$ cat src/rtl/dmem_arbiter_if.sv
// -----------------------------------------------------------------------------
// dmem_arbiter_if
// Bus bundle for the data-memory arbiter.
//   cpu_*  : MEM-stage access (rd/wr/addr/wdata/func3 in, rdata/stall out)
//   dbg_*  : debug/loader req/ack port (req/we/addr/wdata/func3 in,
//            ack/rdata out)
//   mem_*  : single-port datamemory side (rd/wr/addr/wdata/func3 out,
//            rdata in)
// Modports:
//   slave  : the arbiter's view.
//   master : the surrounding pipeline / requester / memory view.
// -----------------------------------------------------------------------------
interface dmem_arbiter_if #(
    parameter int DM_ADDRESS = 9,
    parameter int DATA_W     = 32
);
    logic                  cpu_rd;
    logic                  cpu_wr;
    logic [DM_ADDRESS-1:0] cpu_addr;
    logic [DATA_W-1:0]     cpu_wdata;
    logic [2:0]            cpu_func3;
    logic [DATA_W-1:0]     cpu_rdata;
    logic                  cpu_stall;

    logic                  dbg_req;
    logic                  dbg_we;
    logic [DM_ADDRESS-1:0] dbg_addr;
    logic [DATA_W-1:0]     dbg_wdata;
    logic [2:0]            dbg_func3;
    logic                  dbg_ack;
    logic [DATA_W-1:0]     dbg_rdata;

    logic                  mem_rd;
    logic                  mem_wr;
    logic [DM_ADDRESS-1:0] mem_addr;
    logic [DATA_W-1:0]     mem_wdata;
    logic [2:0]            mem_func3;
    logic [DATA_W-1:0]     mem_rdata;

    modport slave (
        input  cpu_rd, cpu_wr, cpu_addr, cpu_wdata, cpu_func3,
        output cpu_rdata, cpu_stall,
        input  dbg_req, dbg_we, dbg_addr, dbg_wdata, dbg_func3,
        output dbg_ack, dbg_rdata,
        output mem_rd, mem_wr, mem_addr, mem_wdata, mem_func3,
        input  mem_rdata
    );

    modport master (
        output cpu_rd, cpu_wr, cpu_addr, cpu_wdata, cpu_func3,
        input  cpu_rdata, cpu_stall,
        output dbg_req, dbg_we, dbg_addr, dbg_wdata, dbg_func3,
        input  dbg_ack, dbg_rdata,
        input  mem_rd, mem_wr, mem_addr, mem_wdata, mem_func3,
        output mem_rdata
    );
endinterface

$ cat src/rtl/dmem_arbiter.sv
// -----------------------------------------------------------------------------
// dmem_arbiter
// Shares the single-port data memory between the MEM stage (combinational
// pass-through, stalled when refused) and a debug/loader requester (req/ack).
// The CPU wins contended cycles until a pending debug request has waited
// STARVE_LIM of them; the debug access then goes through, followed by one ACK
// cycle in which the CPU always owns the memory.
// Ports:
//   clk            : rising-edge clock
//   reset          : asynchronous active-low reset
//   bus            : dmem_arbiter_if.slave (cpu_*, dbg_*, mem_* groups)
//   perf_conflicts : 16-bit saturating contended-cycle count
//                    (only when DMEM_ARB_PERF_EN is defined)
// Optional feature macro: DMEM_ARB_PERF_EN
// -----------------------------------------------------------------------------
module dmem_arbiter #(
    parameter int DM_ADDRESS = 9,
    parameter int DATA_W     = 32,
    parameter int STARVE_LIM = 4
) (
    input  logic           clk,
    input  logic           reset,
    dmem_arbiter_if.slave  bus
`ifdef DMEM_ARB_PERF_EN
    ,
    output logic [15:0]    perf_conflicts
`endif
);
    localparam int               CNT_W  = (STARVE_LIM > 0) ? $clog2(STARVE_LIM + 1) : 1;
    localparam logic [CNT_W-1:0] LIM    = CNT_W'(STARVE_LIM);
    localparam logic [0:0]       S_IDLE = 1'b0;
    localparam logic [0:0]       S_ACK  = 1'b1;

    logic [0:0]            state;
    logic [CNT_W-1:0]      starve_cnt;
    logic [DATA_W-1:0]     dbg_rdata_q;
    logic [DM_ADDRESS-1:0] addr_sel;
    logic                  cpu_req;
    logic                  contended;
    logic                  dbg_win;

    assign cpu_req   = bus.cpu_rd | bus.cpu_wr;
    // Only IDLE cycles arbitrate; the ACK cycle belongs to the CPU.
    assign contended = (state == S_IDLE) & cpu_req & bus.dbg_req;
    assign dbg_win   = (state == S_IDLE) & bus.dbg_req & (~cpu_req | (starve_cnt == LIM));

    assign addr_sel  = dbg_win ? bus.dbg_addr : bus.cpu_addr;

    // Enables are gated by reset directly so nothing is written on an edge
    // while reset is held, even though the muxes are purely combinational.
    always_comb begin
        bus.mem_addr  = addr_sel;
        bus.mem_wdata = dbg_win ? bus.dbg_wdata : bus.cpu_wdata;
        bus.mem_func3 = dbg_win ? bus.dbg_func3 : bus.cpu_func3;
        bus.mem_rd    = 1'b0;
        bus.mem_wr    = 1'b0;
        bus.cpu_stall = 1'b0;
        if (reset) begin
            bus.mem_rd    = dbg_win ? ~bus.dbg_we : bus.cpu_rd;
            bus.mem_wr    = dbg_win ?  bus.dbg_we : bus.cpu_wr;
            bus.cpu_stall = dbg_win & cpu_req;
        end
    end

    assign bus.cpu_rdata = bus.mem_rdata;
    assign bus.dbg_ack   = (state == S_ACK);
    assign bus.dbg_rdata = dbg_rdata_q;

    always_ff @(posedge clk or negedge reset) begin
        if (!reset) begin
            state       <= S_IDLE;
            starve_cnt  <= '0;
            dbg_rdata_q <= '0;
        end else if (dbg_win) begin
            state      <= S_ACK;
            starve_cnt <= '0;
            if (!bus.dbg_we)
                dbg_rdata_q <= bus.mem_rdata;
        end else begin
            state <= S_IDLE;
            // starve_cnt is frozen in ACK; it restarts counting in IDLE.
            if (state == S_IDLE) begin
                if (contended) begin
                    if (starve_cnt != LIM)
                        starve_cnt <= starve_cnt + 1'b1;
                end else if (!bus.dbg_req) begin
                    starve_cnt <= '0;
                end
            end
        end
    end

`ifdef DMEM_ARB_PERF_EN
    // Counts every contended IDLE cycle, including the one the debug side wins.
    always_ff @(posedge clk or negedge reset) begin
        if (!reset)
            perf_conflicts <= '0;
        else if (contended && perf_conflicts != 16'hFFFF)
            perf_conflicts <= perf_conflicts + 16'd1;
    end
`endif
endmodule

$ cat src/flat_wrapper.sv
// flat-port wrapper written by rule: the top's interface ports become plain ports
module dmem_arbiter_flat 
#(
    parameter int DM_ADDRESS = 9,
    parameter int DATA_W     = 32,
    parameter int STARVE_LIM = 4
)
  (clk, reset, bus_cpu_rd, bus_cpu_wr, bus_cpu_addr, bus_cpu_wdata, bus_cpu_func3, bus_cpu_rdata, bus_cpu_stall, bus_dbg_req, bus_dbg_we, bus_dbg_addr, bus_dbg_wdata, bus_dbg_func3, bus_dbg_ack, bus_dbg_rdata, bus_mem_rd, bus_mem_wr, bus_mem_addr, bus_mem_wdata, bus_mem_func3, bus_mem_rdata);
  dmem_arbiter_if #(.DM_ADDRESS(DM_ADDRESS), .DATA_W(DATA_W)) bus_i ();
  input  logic clk;
  input  logic reset;
  input wire logic [$bits(bus_i.cpu_rd)-1:0] bus_cpu_rd;
  input wire logic [$bits(bus_i.cpu_wr)-1:0] bus_cpu_wr;
  input wire logic [$bits(bus_i.cpu_addr)-1:0] bus_cpu_addr;
  input wire logic [$bits(bus_i.cpu_wdata)-1:0] bus_cpu_wdata;
  input wire logic [$bits(bus_i.cpu_func3)-1:0] bus_cpu_func3;
  output wire logic [$bits(bus_i.cpu_rdata)-1:0] bus_cpu_rdata;
  output wire logic [$bits(bus_i.cpu_stall)-1:0] bus_cpu_stall;
  input wire logic [$bits(bus_i.dbg_req)-1:0] bus_dbg_req;
  input wire logic [$bits(bus_i.dbg_we)-1:0] bus_dbg_we;
  input wire logic [$bits(bus_i.dbg_addr)-1:0] bus_dbg_addr;
  input wire logic [$bits(bus_i.dbg_wdata)-1:0] bus_dbg_wdata;
  input wire logic [$bits(bus_i.dbg_func3)-1:0] bus_dbg_func3;
  output wire logic [$bits(bus_i.dbg_ack)-1:0] bus_dbg_ack;
  output wire logic [$bits(bus_i.dbg_rdata)-1:0] bus_dbg_rdata;
  output wire logic [$bits(bus_i.mem_rd)-1:0] bus_mem_rd;
  output wire logic [$bits(bus_i.mem_wr)-1:0] bus_mem_wr;
  output wire logic [$bits(bus_i.mem_addr)-1:0] bus_mem_addr;
  output wire logic [$bits(bus_i.mem_wdata)-1:0] bus_mem_wdata;
  output wire logic [$bits(bus_i.mem_func3)-1:0] bus_mem_func3;
  input wire logic [$bits(bus_i.mem_rdata)-1:0] bus_mem_rdata;
  assign bus_i.cpu_rd = bus_cpu_rd;
  assign bus_i.cpu_wr = bus_cpu_wr;
  assign bus_i.cpu_addr = bus_cpu_addr;
  assign bus_i.cpu_wdata = bus_cpu_wdata;
  assign bus_i.cpu_func3 = bus_cpu_func3;
  assign bus_cpu_rdata = bus_i.cpu_rdata;
  assign bus_cpu_stall = bus_i.cpu_stall;
  assign bus_i.dbg_req = bus_dbg_req;
  assign bus_i.dbg_we = bus_dbg_we;
  assign bus_i.dbg_addr = bus_dbg_addr;
  assign bus_i.dbg_wdata = bus_dbg_wdata;
  assign bus_i.dbg_func3 = bus_dbg_func3;
  assign bus_dbg_ack = bus_i.dbg_ack;
  assign bus_dbg_rdata = bus_i.dbg_rdata;
  assign bus_mem_rd = bus_i.mem_rd;
  assign bus_mem_wr = bus_i.mem_wr;
  assign bus_mem_addr = bus_i.mem_addr;
  assign bus_mem_wdata = bus_i.mem_wdata;
  assign bus_mem_func3 = bus_i.mem_func3;
  assign bus_i.mem_rdata = bus_mem_rdata;
  dmem_arbiter #(.DM_ADDRESS(DM_ADDRESS), .DATA_W(DATA_W), .STARVE_LIM(STARVE_LIM)) u_core (.clk(clk), .reset(reset), .bus(bus_i));
endmodule
$ cat config.mk
export PLATFORM = sky130hd
export DESIGN_NAME = dmem_arbiter_flat
export DESIGN_NICKNAME = d
export VERILOG_FILES = /design/src/rtl/dmem_arbiter_if.sv /design/src/rtl/dmem_arbiter.sv /design/src/flat_wrapper.sv
export SDC_FILE = /design/constraint.sdc
export NUM_CORES = 1
export LEC_CHECK = 0
export ABC_AREA = 1
export BUFFER_PORTS_ARGS = -buffer_cell sky130_fd_sc_hd__buf_2
export CORE_MARGIN = 8
export CORE_UTILIZATION = 30
export DETAILED_ROUTE_END_ITERATION = 10
export PLACE_DENSITY = 0.77
export SYNTH_ARGS = -nofsm -noshare
export SYNTH_HDL_FRONTEND = slang
export SYNTH_SLANG_ARGS = --single-unit
export TNS_END_PERCENT = 50
$ cat constraint.sdc
create_clock -name clk -period 1.5 [get_ports clk]
set_input_delay 0.15 -clock clk [delete_from_list [all_inputs] [get_ports clk]]
set_output_delay 0.15 -clock clk [all_outputs]
set_load 0.1 [all_outputs]
# [Word-level counts from Yosys, hierarchy flattened]
# Index checks and enable logic that the tools add are counted.
[word_totals] regBits=36 in_bits=126 out_inout_bits=112 elab_cells=35
[op_classes] add_sub_neg=1 n_eq_ne=5 muxes=14 bitwise=10 reduce_logical=2
[ops] operator="two-way mux 32 bit" n=1
[ops] operator="two-way mux 3 bit" n=6
[ops] operator="two-way mux 9 bit" n=1
[ops] operator="two-way mux 1 bit" n=6
[ops] operator="!= test 3 bit, second input constant" n=2
[ops] operator="bitwise AND 1 bit" n=5
[ops] operator="adder 3 x 1 -> 3 bit, second input constant" n=1
[ops] operator="== test 3 bit, second input constant" n=1
[ops] operator="!= test 3 x 1 -> 1 bit, second input constant" n=1
[ops] operator="NOT 1 bit" n=3
[ops] operator="AND reduction 3 bit" n=1
[ops] operator="!= test 2 bit, second input constant" n=1
[ops] operator="OR 1 bit" n=2
[ops] operator="AND reduction 2 bit" n=1

# [Depth between registers and ports, before layout]
# Gate-level depths: netlist (run 1).
[logic_depth] word_depth=6 ltp_mapped=9 ltp_nobuf=8

# [Least setup slack after synthesis (run 1)]
# Ideal clock, no wire load.
[synth_path] path_type="register -> output" start="register u_core.state, in the netlist u_core.bus.dbg_ack" end="output bus_mem_rd" arrival_ns=2.858 required_ns=1.350 setup_slack_ns=-1.508 stages_incl_launch_ff=6 path_cell_list="dfrtp_1 > nor2_2 > nand2_2 > buf_6 > nand2_1 > a21oi_1"
[synth_between] elab_chain_len=5
[synth_rtl] element="start: declaration" line_no="dmem_arbiter.sv:34" text="logic [0:0] state;"
[synth_rtl] element="start signal: assignment" line_no="dmem_arbiter.sv:71" text="state <= S_IDLE;"
[synth_rtl] element="start signal: assignment" line_no="dmem_arbiter.sv:75" text="state <= S_ACK;"
[synth_rtl] element="start signal: assignment" line_no="dmem_arbiter.sv:80" text="state <= S_IDLE;"
[synth_rtl] element="NOT 1 bit" line_no="dmem_arbiter.sv:45" text="assign dbg_win = (state == S_IDLE) & bus.dbg_req & (~cpu_req | (starve_cnt == LIM));"
[synth_rtl] element="bitwise AND 1 bit (2 in series)" line_no="dmem_arbiter.sv:45"
[synth_rtl] element="two-way mux 1 bit" line_no="dmem_arbiter.sv:59" text="bus.mem_rd = dbg_win ? ~bus.dbg_we : bus.cpu_rd;"
[synth_rtl] element="two-way mux 1 bit" line_no="dmem_arbiter.sv:58" text="if (reset) begin"
[synth_rtl] element="end: declaration" line_no="flat_wrapper.sv:26" text="output wire logic [$bits(bus_i.mem_rd)-1:0] bus_mem_rd;"
# Every way passes these cells.

# [Worst setup path in the final report (run 1)]
[layout_path] start="register u_core.starve_cnt[0]" end="output bus_mem_wdata[14]"
[layout_between] elab_chain_len=4
[layout_rtl] element="start: declaration" line_no="dmem_arbiter.sv:35" text="logic [CNT_W-1:0] starve_cnt;"
[layout_rtl] element="start signal: assignment" line_no="dmem_arbiter.sv:85" text="starve_cnt <= starve_cnt + 1'b1;"
[layout_rtl] element="== test 3 bit" line_no="dmem_arbiter.sv:45"
[layout_rtl] element="OR 1 bit" line_no="dmem_arbiter.sv:45"
[layout_rtl] element="bitwise AND 1 bit" line_no="dmem_arbiter.sv:45"
[layout_rtl] element="two-way mux 32 bit" line_no="dmem_arbiter.sv:53" text="bus.mem_wdata = dbg_win ? bus.dbg_wdata : bus.cpu_wdata;"
[layout_rtl] element="end: declaration" line_no="flat_wrapper.sv:29" text="output wire logic [$bits(bus_i.mem_wdata)-1:0] bus_mem_wdata;"
# Every way passes these cells.

==> impl_metrics.toml, run 1 <==
[min_path]
worstHoldPathType = "in2reg"

[grt]
pin_count_of_the_biggest_net_entering_global_routing = 49
grt_pass1_wl_mm = 17.8
antenna_found_initial = 2
number_of_global_route_vias_before_repair = 3224
grt.total_usage = 0.202
gr-total-overflow = 0

[drt]
dr.pass1.iters = 4
antenna_left = 0
vias = 2985
final_routed_wirelength_mm = 12.7
detail_route.drc_violations = 0
routedWlPerCell_um = 19.0
route.detailed.vias_per_inst = 4.47
drc_violation_total_after_the_first_tritonroute_iteration = 95

[setup_path]
maximum_fanout_along_the_worst_path = 9
crit_path_launch_type = "register"
endpoint_kind = "output port"
timing_worst_setup_path_type = "reg2out"
worst-endpoint-required_ps = 1350
worst-endpoint-arrival_ps = 1830

[floorplanning]
effective_utilization_at_floorplan = 0.310
die_area_mm2 = 0.0111
die_width_um = 106
boundaryPins = 238
floorplan.die.height_um = 106
number_of_core_rows = 32
floorplan.core_area_mm2 = 0.00777

[logic_synthesis]
netlist_area_mm2 = 0.00241
syn_avg_cell_area_um2 = 7.06
synthCells = 341
postSynthNetCount = 469
synth_seq_cells = 36
synth.yosys.warnings = 0
ys_seq_area_frac = 0.374
synth.distinct_cells = 20

[run_status]
result_of_the_run = "finished with violations"
violations = "negative setup slack"

[clock_tree]
cts.clk_slew.worst_paths_ps = 70
clk_latency_ps = 280
tritoncts.num_buffers = 5
ctsLongestPathBuffers = 2
clock-root-buffer = "clkbuf_8"
cts_tree = "yes"
htree_levels = 2
cts_num_sinks = 36

[placement]
number_of_instances_in_the_placed_design = 643
gp_routability_congestion = 0.793
port_buffers = 237
placed_area_mm2 = 0.00484
place_hpwl_mm = 8.96
dpl_worst_slack_ps = -248

[power]
powerDensity_mw_per_mm2 = 1180
report.power.total_mw = 6.70
static-leakage-power_nw = 2.90
worst_case_vdd_ir_drop_mv = 0.717

[timing]
post-route-period-util = 1.32
max_freq_mhz = 505
post-route-worst-setup-slack_ps = -482
timing.final.setup_violations = 71
hold_viol_final = 0
unrepaired_setup_endpoints_after_global_routing = "yes"
min_clock_period_post_route_ps = 1980
maxSlewHeadroom = 0.666
max_slew.worst_pin.slew_ps = 504
finClkSkew_ps = 8.78
timing.final.max_slew_violations = 0

[finish]
layout-drive-gt1-share = 0.739
synthToLayoutAreaGrowth_pct = 135
most-common-layout-cells = "189 x buf_2, 55 x nand2_2, 53 x buf_12"
final_common_cell = "buf_2"
nNetsFinal = 691
finalCoreUtilization = 0.729
final_cell_area_mm2 = 0.00566
count_of_non_filler_cells_in_the_finished_layout = 668

[run]
max_cap_violations = 0
## through the flow
| step | TNS (ps) | hold slack, ps |
|---|---|---|
| global placement | -7810 | 263 |
| floorplan | -6810 | -146 |
| global route | -27090 | 109 |
| CTS | -20690 | 102 |
| finish | -20820 | 113 |
| detailed placement | -8970 | 262 |
## critical path, stage by stage (launching register included)
cell and delay, ps:
dfrtp_1 370, inv_2 50, ha_4 160, nand2_4 60, o21ai_4 70, nand2_4 110
clkinv_4 140, buf_12 190, nand2_2 150, nand2_8 80, buf_12 170
## worst paths after layout
check	start	to	slack, ps	cells after the start
max	u_core.starve_cnt[0]$_DFFE_PN0P_	bus_mem_wdata[14]	-480	10
min	bus_mem_rdata[28]	u_core.bus.dbg_rdata[28]$_DFFE_PN0P_	110	3
max reg2reg	u_core.starve_cnt[1]$_DFFE_PN0P_	u_core.bus.dbg_rdata[24]$_DFFE_PN0P_	-60	10
min reg2reg	u_core.bus.dbg_rdata[21]$_DFFE_PN0P_	u_core.bus.dbg_rdata[21]$_DFFE_PN0P_	480	2
max in group asynchronous	reset	u_core.bus.dbg_ack$_DFF_PN0_	670	3
min in group asynchronous	reset	u_core.starve_cnt[1]$_DFFE_PN0P_	490	3
## where the power goes
part / leakage, nW / internal [mW] / switching (mW)
Combinational: 2.40 / 1.15 / 3.56
Clock: 0.0445 / 0.373 / 0.323
Sequential: 0.454 / 1.19 / 0.108
Total: 2.90 / 2.71 / 3.99
## per-layer routing
metal / track usage / wire length, um / up-vias / part of all wire
li1: - / - / 1433 / -
met4: 0.0633 / 412 / 0 / 0.032
met1: 0.178 / 4010 / 1359 / 0.32
met5: 0 / 0 / - / 0
met3: 0.0847 / 1230 / 24 / 0.097
met2: 0.402 / 7050 / 169 / 0.55
## synth_stat cells
library cell / count / share of area
buf_2: 2 / 0.0042
o22ai_1: 1 / 0.0026
inv_1: 39 / 0.061
nor2_2: 1 / 0.0026
nand2_2: 1 / 0.0026
o21ai_1: 16 / 0.033
dfrtp_1: 36 / 0.37
nand3_2: 1 / 0.0042
buf_4: 36 / 0.11
o21ai_2: 15 / 0.055
nand2_1: 169 / 0.26
a21oi_1: 2 / 0.0042
inv_2: 1 / 0.0016
nor2_1: 3 / 0.0047
nor3_2: 1 / 0.0042
xor2_1: 1 / 0.0036
nand3b_1: 1 / 0.0031
o21ai_0: 3 / 0.0062
buf_6: 10 / 0.047
ha_1: 2 / 0.010
## cell type report
| type | count | area (um^2) |
|---|---|---|
| clock inverter | 1 | 7.51 |
| fill | 537 | 2110 |
| timing repair buffer | 263 | 2300 |
| tap | 102 | 128 |
| sequential | 36 | 905 |
| multi-input combinational | 217 | 2070 |
| inverter | 40 | 155 |
| clock buffer | 7 | 86.3 |
| antenna | 2 | 5.00 |
## timing repair
item	in CTS	in global routing
hold endpoints to repair	36	0
gates cloned	4	3
pin swaps	4	18
buffers inserted	6	1
resized for setup	89	47
endpoints found under the setup margin	72	79
hold buffers	1	0
## state kept, by name, indices dropped and copies added, names as in the netlist
name                  cells
u_core.bus.dbg_rdata     32
u_core.starve_cnt         3
u_core.bus.dbg_ack        1
## cell families after synthesis
kind of cell | count (synthesis) | synth area share
xor+xnor | 1 | 0.00364
flops | 36 | 0.374
buf+inv | 88 | 0.226
simple gates | 177 | 0.285
fa+ha+maj | 2 | 0.0104
compound gates | 37 | 0.101
No activity file was read; power rests on OpenSTA's default activity.
==> run 2, diff against run 1 <==
Settings changed: ABC_AREA 1 to not set, PLACE_DENSITY 0.77 to 0.76.
==> run 2 against run 1 <==
  * The flow still finishes with violations (negative setup slack)
  * Cell count fell by 23%
  * Clock power grew 25%
  * Count of clock-buffer cells in the layout down 2
==> impl_metrics.toml, run 2 <==
[logic_synthesis]
synthCells = 180
postSynthNetCount = 308
synth_edf_count = 0
synth_top_area_share = 0.396
synth_top_flop_cell = "dfrtp_1"
synth.yosys.warnings = 0
synth_area_leader_cell = "mux2_4"
synth_common_cells = "67 x mux2_4, 36 x dfrtp_1, 32 x buf_4, 9 x mux2_2"
synthMostInstantiatedCell = "mux2_4"
synth_seq_cells = 36
synth_async_sr_flop_share = 1.00
ys_seq_area_frac = 0.355
syn_avg_cell_area_um2 = 14.1
post_synth_main_area_contributors = "mux2_4 40%, dfrtp_1 35%, buf_4 9.5%"
netlist_area_mm2 = 0.00254
synth.distinct_cells = 23

[placement]
place_hpwl_mm = 8.28
gp_routability_congestion = 0.839
port_buffers = 237

[setup_path]
critical_path.cell_chain = "inv_2, ha_4, o2bb2ai_4, nand2_8, buf_16, mux2_4, buf_12"
slowest_cell_on_the_critical_path = "dfrtp_1"
worst-endpoint-required_ps = 1350
crit_buf_inv = 3
maximum_fanout_along_the_worst_path = 9
crit_path_launch_type = "register"
timing_worst_setup_path_type = "reg2out"
cpPeakStageDelay_ps = 390
endpoint_kind = "output port"
worst-endpoint-arrival_ps = 1840
worst_path_dominant_cell_family = "buffers and inverters"

[timing]
unrepaired_setup_endpoints_after_global_routing = "yes"
max_freq_mhz = 501
timing.final.max_slew_violations = 0
min_clock_period_post_route_ps = 1990
hold_slack_ps = 102
finClkSkew_ps = 10.3
maxSlewHeadroom = 0.665
post-route-worst-setup-slack_ps = -494
post-route-period-util = 1.33
timing.final.setup_violations = 79
hold_viol_final = 0
max_slew.worst_pin.slew_ps = 505
final.setup.tns_ps = -28670

[grt]
pin_count_of_the_biggest_net_entering_global_routing = 27
grt.total_usage = 0.154
grt_pass1_wl_mm = 14.1
antenna_found_initial = 0
number_of_global_route_vias_before_repair = 2589
gr-total-overflow = 0

[min_path]
worstHoldPathType = "in2reg"

[power]
combinationalPowerShare = 0.664
seq_power_share = 0.203
proportion_of_power_drawn_by_the_clock_network = 0.133
worst_case_vdd_ir_drop_mv = 1.12
powerDensity_mw_per_mm2 = 1380
static-leakage-power_nw = 2.67
p_sw_frac = 0.562
intPower_mw = 2.86
switching_power_mw = 3.67

[finish]
synthToLayoutAreaGrowth_pct = 87.0
insertedDiodeCount = 0
final_common_cell = "buf_2"
largest_register_ff_count = 32
most-common-layout-cells = "190 x buf_2, 73 x mux2_4, 50 x buf_12"
layout-drive-gt1-share = 0.871
nNetsFinal = 539

[floorplanning]
floorplan.die.height_um = 108
floorplan.core_area_mm2 = 0.00822
die_area_mm2 = 0.0117
effective_utilization_at_floorplan = 0.309
die_width_um = 108
number_of_core_rows = 33
boundaryPins = 238

[drt]
routedWlPerCell_um = 18.7
route.detailed.vias_per_inst = 4.44
vias = 2294
final_routed_wirelength_mm = 9.68
detail_route.drc_violations = 0
drc_violation_total_after_the_first_tritonroute_iteration = 84
antenna_left = 0
dr.pass1.iters = 4

[clock_tree]
htree_levels = 2
ctsLongestPathBuffers = 2
cts_tree = "yes"
cts_num_sinks = 36
tritoncts.num_buffers = 5
cts.clk_slew.worst_paths_ps = 80
clk_latency_ps = 290
clock-root-buffer = "clkbuf_8"

[run_status]
violations = "negative setup slack"
result_of_the_run = "finished with violations"

[run]
max_cap_violations = 0
[run 2: cell types whose count changed after synthesis, sizes merged, moves of 2 or more]
cell,before,now
mux2,0,76
nor2,4,2
buf,48,39
o31ai,0,2
o21ai,34,1
inv,40,3
nand2,170,8
a21oi,2,0
[run 2: through the flow]
stage / util / area, um^2 / worst slack (ps) / total power, mW / instances
after global placement: 0.540 / 4440 / -251 / 5.57 / 502
after CTS: 0.573 / 4700 / -502 / 6.57 / 515
final: 0.578 / 4750 / -494 / 6.53 / 517
after detailed placement: 0.540 / 4440 / -308 / 5.62 / 502
after global routing: 0.578 / 4750 / -576 / 6.74 / 517
after floorplan: - / 2580 / -483 / 4.63 / 180
[run 2: timing repair]
item / in CTS / in global routing
endpoints found under the hold margin: 10 / 0
cloned: 2 / 0
buffers inserted: 1 / 2
setup endpoints to repair: 79 / 79
gates resized for setup: 19 / 8
hold buffers: 2 / 0
pin swaps: 2 / 3
[run 2: logic make-up after synthesis]
| group | share of synthesized area |
|---|---|
| adders and majority gates | 0.00986 |
| buffers and inverters | 0.130 |
| and+or+nand+nor | 0.0449 |
| AOI/OAI and AO/OA | 0.0242 |
| muxes | 0.436 |
| DFF | 0.355 |
[run 2: per-layer routing]
layer,up-vias,track usage,share of wire
met4,0,0.0258,0.0057
met1,1109,0.163,0.34
met2,119,0.295,0.57
met5,-,0,0
li1,1062,-,-
met3,4,0.0446,0.087
[run 2: final timing paths]
kind / from / to / slack, ps / cells after the start
worst max register to register: u_core.starve_cnt[0]$_DFFE_PN0P_ / u_core.bus.dbg_rdata[24]$_DFFE_PN0P_ / -240 / 7
max in group asynchronous: reset / u_core.bus.dbg_rdata[10]$_DFFE_PN0P_ / 730 / 3
worst min register to register: u_core.bus.dbg_rdata[28]$_DFFE_PN0P_ / u_core.bus.dbg_rdata[28]$_DFFE_PN0P_ / 510 / 1
worst min-delay path: bus_mem_rdata[8] / u_core.bus.dbg_rdata[8]$_DFFE_PN0P_ / 100 / 2
worst max-delay path: u_core.starve_cnt[0]$_DFFE_PN0P_ / bus_mem_addr[0] / -490 / 7
min in group asynchronous: reset / u_core.starve_cnt[0]$_DFFE_PN0P_ / 340 / 2
[run 2: power by group through the flow]
stage          registers [mW]  clock network, mW  logic, mW
6_report                 1.33              0.868       4.34
5_1_grt                  1.36              0.943       4.44
4_1_cts                  1.33              0.897       4.34
3_5_place_dp             1.34                  0       4.28
3_3_place_gp             1.33                  0       4.24
2_1_floorplan            2.96                  0       1.67
[run 2: worst reg2reg max path, stage by stage (launching register included)]
cell	delay (ps)
dfrtp_1	390
inv_2	80
ha_4	140
o2bb2ai_4	150
buf_4	170
nand3b_4	160
buf_12	210
mux2_4	320
[run 2: layout make-up]
class	count	area [um^2]
Fill cell	665	3470
Timing Repair Buffer	263	2190
Multi-Input combinational cell	102	1400
Sequential cell	36	905
Tap cell	105	131
Clock buffer	5	68.8
Clock inverter	3	46.3
Inverter	3	11.3
==> run 3, diff against run 2 <==
Settings changed: PLACE_DENSITY 0.76 to 0.68, SLEW_MARGIN set to 20.
==> run 3 against run 2 <==
  * The flow still finishes with violations (negative setup slack)
  * Sequential power about the same
  * Register-to-register slack improved by 60 ps
  * Sequential share of layout area decreased by 0.17 points
  * Highest routed layer unchanged
  * Worst hold slack gained 6.4 ps
==> impl_metrics.toml, run 3 (synthesized netlist as in run 2, its figures left out) <==
[drt]
drc_violation_total_after_the_first_tritonroute_iteration = 83
routedWlPerCell_um = 19.5
dr.pass1.iters = 4
detail_route.drc_violations = 0
final_routed_wirelength_mm = 10.1
antenna_left = 0
route.detailed.vias_per_inst = 4.48
vias = 2323

[setup_path]
crit_path_launch_type = "register"
crit_buf_inv = 4
timing.critical_path.depth = 8
worst_path_dominant_cell_family = "buffers and inverters"
critical_path.cell_chain = "inv_2, ha_4, o2bb2ai_4, nand2_4, buf_12, clkbuf_16, mux2_4, buf_12"
slowest_cell_on_the_critical_path = "dfrtp_1"
endpoint_kind = "output port"
worstRegToRegCells = 7
timing_worst_setup_path_type = "reg2out"
worst-endpoint-required_ps = 1350
cpPeakStageDelay_ps = 400
critical-path-top-cell-by-count = "buf_12"
maximum_fanout_along_the_worst_path = 5
worst-endpoint-arrival_ps = 1900

[finish]
layout-drive-gt1-share = 0.867
largest_register_ff_count = 32
most-common-layout-cells = "190 x buf_2, 74 x mux2_4, 53 x buf_12"
final_cell_area_mm2 = 0.00479
final_common_cell = "buf_2"
synthToLayoutAreaGrowth_pct = 88.7
insertedDiodeCount = 0
n_fill_cell = 660
nNetsFinal = 541

[clock_tree]
tritoncts.num_buffers = 5
clock-root-buffer = "clkbuf_8"
cts_num_sinks = 36
ctsLongestPathBuffers = 2
htree_levels = 2
cts.clk_slew.worst_paths_ps = 70
clk_latency_ps = 280
cts_tree = "yes"

[timing]
hold_viol_final = 0
post-route-worst-setup-slack_ps = -546
timing.final.setup_violations = 79
min_clock_period_post_route_ps = 2050
unrepaired_setup_endpoints_after_global_routing = "yes"
timing.final.max_slew_violations = 0
maxSlewHeadroom = 0.655
finClkSkew_ps = 8.30
final.setup.tns_ps = -27690
post-route-period-util = 1.36
hold_slack_ps = 108
max_slew.worst_pin.slew_ps = 521
max_freq_mhz = 489

[min_path]
worstHoldPathCells = 2
worstHoldPathType = "in2reg"

[placement]
dpl_worst_slack_ps = -284
port_buffers = 237
place_hpwl_mm = 8.43
gp_routability_congestion = 0.828
placed_area_mm2 = 0.00444

[grt]
number_of_global_route_vias_before_repair = 2691
gr-total-overflow = 0
grt_pass1_wl_mm = 14.5
pin_count_of_the_biggest_net_entering_global_routing = 33
grt.total_usage = 0.160
antenna_found_initial = 0

[run_status]
violations = "negative setup slack"
result_of_the_run = "finished with violations"

[floorplanning]
floorplan.core_area_mm2 = 0.00822
floorplan.die.height_um = 108
number_of_core_rows = 33
die_area_mm2 = 0.0117
boundaryPins = 238
effective_utilization_at_floorplan = 0.309
die_width_um = 108

[power]
worst_case_vdd_ir_drop_mv = 0.883
powerDensity_mw_per_mm2 = 1330
static-leakage-power_nw = 2.70

[run]
max_cap_violations = 0
run 3: report_power, final:
group          internal (mW)  switching, mW  total [mW]
Combinational           1.17           3.18        4.35
Clock                  0.373          0.318       0.690
Sequential              1.20          0.130        1.33
run 3: per-stage QoR:
step	utilization	power (mW)	instances
finish	0.583	6.37	519
global route	0.583	6.58	519
CTS	0.583	6.43	519
detailed placement	0.541	5.62	499
global placement	0.541	5.58	499
floorplan	-	4.63	180
run 3: layout make-up:
class,count,area [um^2],area share
timing repair buffer,265,2270,0.474
multi-input combinational,102,1380,0.288
sequential,36,905,0.189
tap,105,131,0.0274
clock buffer,7,86.3,0.0180
inverter,3,11.3,0.00235
clock inverter,1,7.51,0.00157
run 3: repair_timing:
action | CTS | global route
endpoints found under the hold margin | 4 | 0
pin swaps | 3 | 1
resized for setup | 20 | 1
setup buffers | 6 | 0
gates cloned | 4 | 1
endpoints found under the setup margin | 79 | 79
hold buffers | 2 | 0
run 3: path summary, 6_finish.rpt:
kind	from	to	slack [ps]
worst max-delay path	u_core.starve_cnt[0]$_DFFE_PN0P_	bus_mem_wdata[0]	-550
worst min-delay path	bus_mem_rdata[18]	u_core.bus.dbg_rdata[18]$_DFFE_PN0P_	110
worst max register to register	u_core.starve_cnt[0]$_DFFE_PN0P_	u_core.bus.dbg_rdata[19]$_DFFE_PN0P_	-180
worst min register to register	u_core.bus.dbg_rdata[9]$_DFFE_PN0P_	u_core.bus.dbg_rdata[9]$_DFFE_PN0P_	510
max in group asynchronous	reset	u_core.bus.dbg_ack$_DFF_PN0_	420
min in group asynchronous	reset	u_core.bus.dbg_rdata[11]$_DFFE_PN0P_	510
run 3: metal layers:
| layer | global-route usage | vias to the layer above | wire length, um |
|---|---|---|---|
| li1 | - | 1061 | - |
| met1 | 0.160 | 1129 | 3470 |
| met2 | 0.326 | 128 | 5880 |
| met3 | 0.0416 | 5 | 751 |
| met4 | 0.0178 | 0 | 35 |
| met5 | 0 | - | 0 |
